==> src/rtl/instruction_fetch.sv <==
// -----------------------------------------------------------------------------
// instruction_fetch
// Fetch controller sitting between the program counter and decode. Issues a
// req/ack read of instruction memory at the current PC. It latches the returned
// word into the instruction register and presents it to decode over a
// valid/ready handshake. It also drives the PC increment/load controls,
// including branch redirects and dropping wrong-path fetches.
//
// Ports
//   clk, reset     : rising-edge clock, asynchronous active-high reset
//   enable         : fetch permitted (blocks only the start of a new fetch)
//   pc             : current program counter
//   inc_pc         : PC+1 strobe (combinational, forced low in reset)
//   load_pc        : PC load strobe, mirrors branch_taken (forced low in reset)
//   new_count      : PC load value, equals branch_target
//   branch_taken   : single-cycle redirect pulse
//   branch_target  : redirect address
//   mem_req        : memory read request, held until mem_ack
//   mem_addr       : registered request address
//   mem_ack        : one-cycle acknowledge, mem_rdata valid with it
//   mem_rdata      : instruction word ([15:12] opcode)
//   ir, ir_valid   : instruction register and its valid flag
//   ir_ready       : decode accepts ir
//
// Build option
//   FETCH_HALT_EN  : when defined, an accepted opcode 4'b1111 parks the
//                    fetcher in HALT until a branch redirects it.
// -----------------------------------------------------------------------------
module instruction_fetch #(
    localparam int unsigned ADDR_W = 8,
    localparam int unsigned DATA_W = 16
) (
    input  logic              clk,
    input  logic              reset,
    input  logic              enable,
    input  logic [ADDR_W-1:0] pc,
    output logic              inc_pc,
    output logic              load_pc,
    output logic [ADDR_W-1:0] new_count,
    input  logic              branch_taken,
    input  logic [ADDR_W-1:0] branch_target,
    output logic              mem_req,
    output logic [ADDR_W-1:0] mem_addr,
    input  logic              mem_ack,
    input  logic [DATA_W-1:0] mem_rdata,
    output logic [DATA_W-1:0] ir,
    output logic              ir_valid,
    input  logic              ir_ready
);

    typedef enum logic [2:0] {
        S_IDLE,
        S_ADDR,
        S_REQ,
`ifdef FETCH_HALT_EN
        S_HALT,
`endif
        S_VALID
    } state_t;

    state_t              state_q;
    logic [DATA_W-1:0]   ir_q;
    logic                ir_valid_q;
    logic                mem_req_q;
    logic [ADDR_W-1:0]   mem_addr_q;
    logic                discard_q;   // a branch arrived while the current read was outstanding

`ifdef FETCH_HALT_EN
    logic halt_hit;
    assign halt_hit = (ir_q[DATA_W-1 -: 4] == 4'hF);
`endif

    // Data from an ack is kept only if no redirect happened during or at the ack.
    logic ack_keep;
    assign ack_keep = mem_ack && !discard_q && !branch_taken;

    // PC controls; mutually exclusive because ack_keep excludes branch_taken.
    assign inc_pc    = !reset && (state_q == S_REQ) && ack_keep;
    assign load_pc   = !reset && branch_taken;
    assign new_count = branch_target;

    assign mem_req  = mem_req_q;
    assign mem_addr = mem_addr_q;
    assign ir       = ir_q;
    assign ir_valid = ir_valid_q;

    // Fetch FSM with registered outputs.
    always_ff @(posedge clk or posedge reset) begin
        if (reset) begin
            state_q    <= S_IDLE;
            ir_q       <= '0;
            ir_valid_q <= 1'b0;
            mem_req_q  <= 1'b0;
            mem_addr_q <= '0;
            discard_q  <= 1'b0;
        end else begin
            case (state_q)
                S_IDLE: begin
                    if (enable) state_q <= S_ADDR;
                end

                // A redirect here means pc is stale; recapture it next cycle.
                S_ADDR: begin
                    mem_addr_q <= pc;
                    if (!branch_taken) begin
                        state_q   <= S_REQ;
                        mem_req_q <= 1'b1;
                    end
                end

                S_REQ: begin
                    if (mem_ack) begin
                        mem_req_q <= 1'b0;
                        discard_q <= 1'b0;
                        if (discard_q || branch_taken) begin
                            state_q <= S_ADDR;
                        end else begin
                            ir_q       <= mem_rdata;
                            ir_valid_q <= 1'b1;
                            state_q    <= S_VALID;
                        end
                    end else if (branch_taken) begin
                        discard_q <= 1'b1;
                    end
                end

                // Branch wins over ready: the held word is wrong-path.
                S_VALID: begin
                    if (branch_taken) begin
                        ir_valid_q <= 1'b0;
                        state_q    <= S_ADDR;
                    end else if (ir_ready) begin
                        ir_valid_q <= 1'b0;
`ifdef FETCH_HALT_EN
                        if (halt_hit) state_q <= S_HALT;
                        else
`endif
                        if (enable) state_q <= S_ADDR;
                        else        state_q <= S_IDLE;
                    end
                end

`ifdef FETCH_HALT_EN
                S_HALT: begin
                    if (branch_taken) state_q <= S_ADDR;
                end
`endif

                default: state_q <= S_IDLE;
            endcase
        end
    end

endmodule

==> config.mk <==
export PLATFORM = sky130hd
export DESIGN_NAME = instruction_fetch
export DESIGN_NICKNAME = d
export VERILOG_FILES = /design/src/rtl/instruction_fetch.sv
export SDC_FILE = /design/constraint.sdc
export NUM_CORES = 1
export LEC_CHECK = 0
export CORE_ASPECT_RATIO = 1.4
export CORE_MARGIN = 1
export CORE_UTILIZATION = 37
export CTS_BUF_LIST = sky130_fd_sc_hd__clkbuf_4 sky130_fd_sc_hd__clkbuf_8 sky130_fd_sc_hd__clkbuf_16
export DETAILED_ROUTE_END_ITERATION = 8
export PLACE_DENSITY = 0.8
export SLEW_MARGIN = 20
export SYNTH_ARGS = -nofsm -noshare
export SYNTH_HDL_FRONTEND = slang
export SYNTH_SLANG_ARGS = --single-unit
export TNS_END_PERCENT = 10
==> constraint.sdc <==
create_clock -name clk -period 1.7 [get_ports clk]
set_clock_uncertainty 0.1 [all_clocks]
set_input_delay 0.34 -clock clk [delete_from_list [all_inputs] [get_ports clk]]
set_output_delay 0.34 -clock clk [all_outputs]
set_load 0.005 [all_outputs]
==> flow_summary.toml <==
[timing]
tns_ns = 0
fmax_ghz = 0.608
post-route-period-util_pct = 96.8
worst_slack_ns = 0.0547
hold_viol = 0
rsz0062_at_grt = "no"
fin_crit_ns = 1.65
slew_headroom_pct = 74.5
setup_violations = 0
slew_violations = 0
worst_pin_slew_ns = 0.383

[detailed_routing]
post_drt_wl_per_cell_um = 15.6
antenna_left = 0
dr_total_vias = 925
drt_pass1_iterations = 4
via_per_inst = 4.87
drc_errors = 0
first_iter_violations = 14
drt-total-wl_um = 2960

[run]
timing.max_cap.violations = 0

[pwr]
power_density_nw_per_um2 = 1680
p_switching_w = 0.000861
seqPwrFrac_pct = 36.2
internal_power_w = 0.00247
p_clk_share_pct = 22.5
power_leakage_nw = 0.894
fin_total_pwr_w = 0.00333
ir_worst_vdd_mv = 1.17
switching_share_pct = 25.9
combPwrFrac_pct = 41.3

[yosys]
ys_types = 19
synth_seq_area_share_pct = 58.2
synth_area_um2 = 1250
syn_nets = 126
yosys_warnings = 0
syn_avg_cell_area_um2 = 14.2
synthCells = 88
ys_seq_elements = 29

[die]
die-area_um2 = 3610
start_util_pct = 39.5
core_area_um2 = 3150
boundaryPins = 74
die_h_um = 70.7
fp-row-count = 24
fp.dieW_um = 51.1

[placement]
port_buffers = 57
gp_congestion = 0.821
pre_cts_ws_ns = -0.366
dpl.hpwl_um = 2190

[cts]
cts_made_buffers = 5
path_clk_slew_ns = 0.06
cts_buffer_depth = 2
clock_sinks = 29
clk_latency_ns = 0.28
htree_levels = 2
cts_root_buf = "clkbuf_8"
cts_tree = "yes"

[critical_path]
critPathLaunchType = "flip-flop"
cpMaxStageDelayCell = "dfrtp_1"
cp_cell_sequence = "and2b_2, nand3_4, nor2_2, buf_2"
end_kind = "output port"
critPathArrivalTime_ns = 1.21
crit_fanout = 2
critPathKind = "reg -> out"
cp_data_required_time_ns = 1.26
rrSetupSlack_ns = 0.12
max_stage_delay_ns = 0.38

[finish]
areaGrowthSynthToFinish_pct = 58.8
nets = 188
n_antenna_cell = 0
drive_above_1_share_pct = 29.1
fillers = 253
final_util_pct = 62.8
multi_input_area_um2 = 438
final-seq-area_um2 = 726

[min_path]
hold_path_class = "in -> async"

[global_routing]
grt_pass1_wl_um = 4730
grt_antenna_before_repair = 0
grt_max_degree = 18
grt_overflow = 0
grtUsageTotal_pct = 18.6
grt_pass1_vias = 1048

[run_status]
outcome = "finished, final reports clean"
power by group through the flow:
stage,clock (W),combinational [W],sequential (W)
detailed placement,0,0.00137,0.00121
global route,0.000794,0.00147,0.00124
floorplan,0,0.000540,0.00123
global placement,0,0.00132,0.00118
finish,0.000748,0.00137,0.00120
CTS,0.000763,0.00139,0.00121
cells in the final DEF (no fill, tap or decap), drive strengths merged:
cell	n
nor2b	3
nand2b	1
clkdlybuf4s50	54
buf	9
bufinv	1
dlygate4sd2	2
a211oi	1
inv	3
dfrtp	29
nor2	3
clkbuf	7
a21oi	3
o21ai	4
a22o	1
o211ai	1
mux2	24
nand3	1
nand2	3
and2b	1
what timing repair did:
item                                    4_1_cts  5_1_grt
setup buffers                                 1        0
gates resized for setup                       8        0
hold endpoints to repair                      0        0
hold buffers                                  0        0
endpoints found under the setup margin        2        0
per-stage QoR:
step	area, um2	std cells	hold slack, ns
6_report	1980	190	0.316
5_1_grt	1980	190	0.347
4_1_cts	1980	190	0.304
3_3_place_gp	1850	181	0.370
3_5_place_dp	1850	181	0.393
2_1_floorplan	1250	88	0.318
state kept, by name, indices dropped and copies added (netlist names):
name / count
ir_valid: 1
ir: 16
discard_q: 1
state_q: 2
mem_addr: 8
mem_req: 1
kinds of logic (layout without fill, tap and decap cells):
| kind of cell | count (synthesis) | in the layout | share of synthesized area, % |
|---|---|---|---|
| mux | 24 | 24 | 24.1 |
| buf+inv | 13 | 76 | 7.03 |
| compound gates | 10 | 10 | 4.72 |
| simple gates | 12 | 12 | 5.92 |
| flops | 29 | 29 | 58.2 |
layer usage:
metal / global-route usage [%] / routed length, um / share of wire [%]
met2: 30.1 / 1510 / 51
met3: 8.60 / 257 / 8.7
met5: 0 / 0 / 0
met1: 17.5 / 1070 / 36
met4: 15.1 / 126 / 4.3
worst paths after layout:
check	cells past startpoint	start	endpoint
worst max-delay path	4	state_q[0]	inc_pc
worst min-delay path	2	reset	state_q[0]
worst max register to register	4	state_q[1]	ir[11]
worst min register to register	2	ir_valid	ir_valid
max in group asynchronous	3	reset	mem_addr[1]
min in group clk	2	ir_valid	ir_valid
worst max-delay path: cells and delay by family, from the launching register on:
family	cells	cell delay [ns]
AND/OR/NAND/NOR	3	0.44
flip-flops	1	0.38
buffers and inverters	1	0.11
cells in the mapped netlist:
| cell | count | area share [%] |
|---|---|---|
| dfrtp_1 | 29 | 58 |
| mux2_2 | 15 | 14 |
| buf_4 | 8 | 4.8 |
| mux2_4 | 8 | 9.6 |
| o21ai_0 | 4 | 1.6 |
| a21oi_1 | 3 | 1.2 |
| inv_1 | 3 | 0.90 |
| nand2_1 | 3 | 0.90 |
| nor2_1 | 3 | 0.90 |
| nor2b_1 | 3 | 1.5 |
| a211oi_1 | 1 | 0.60 |
| a22o_1 | 1 | 0.70 |
| and2b_2 | 1 | 0.70 |
| buf_2 | 1 | 0.40 |
| buf_6 | 1 | 0.90 |
| mux2_1 | 1 | 0.90 |
| nand2b_1 | 1 | 0.50 |
| nand3_4 | 1 | 1.4 |
| o211ai_1 | 1 | 0.60 |
final cells by class:
cell class,count,area share (%)
clock buffers,7,4.55
clock inverters,1,1.52
inverters,3,0.569
multi-input cells,46,22.1
flip-flops and latches,29,36.7
well taps,39,2.47
repair buffers,65,32.1
No activity file was read; power rests on OpenSTA's default activity.
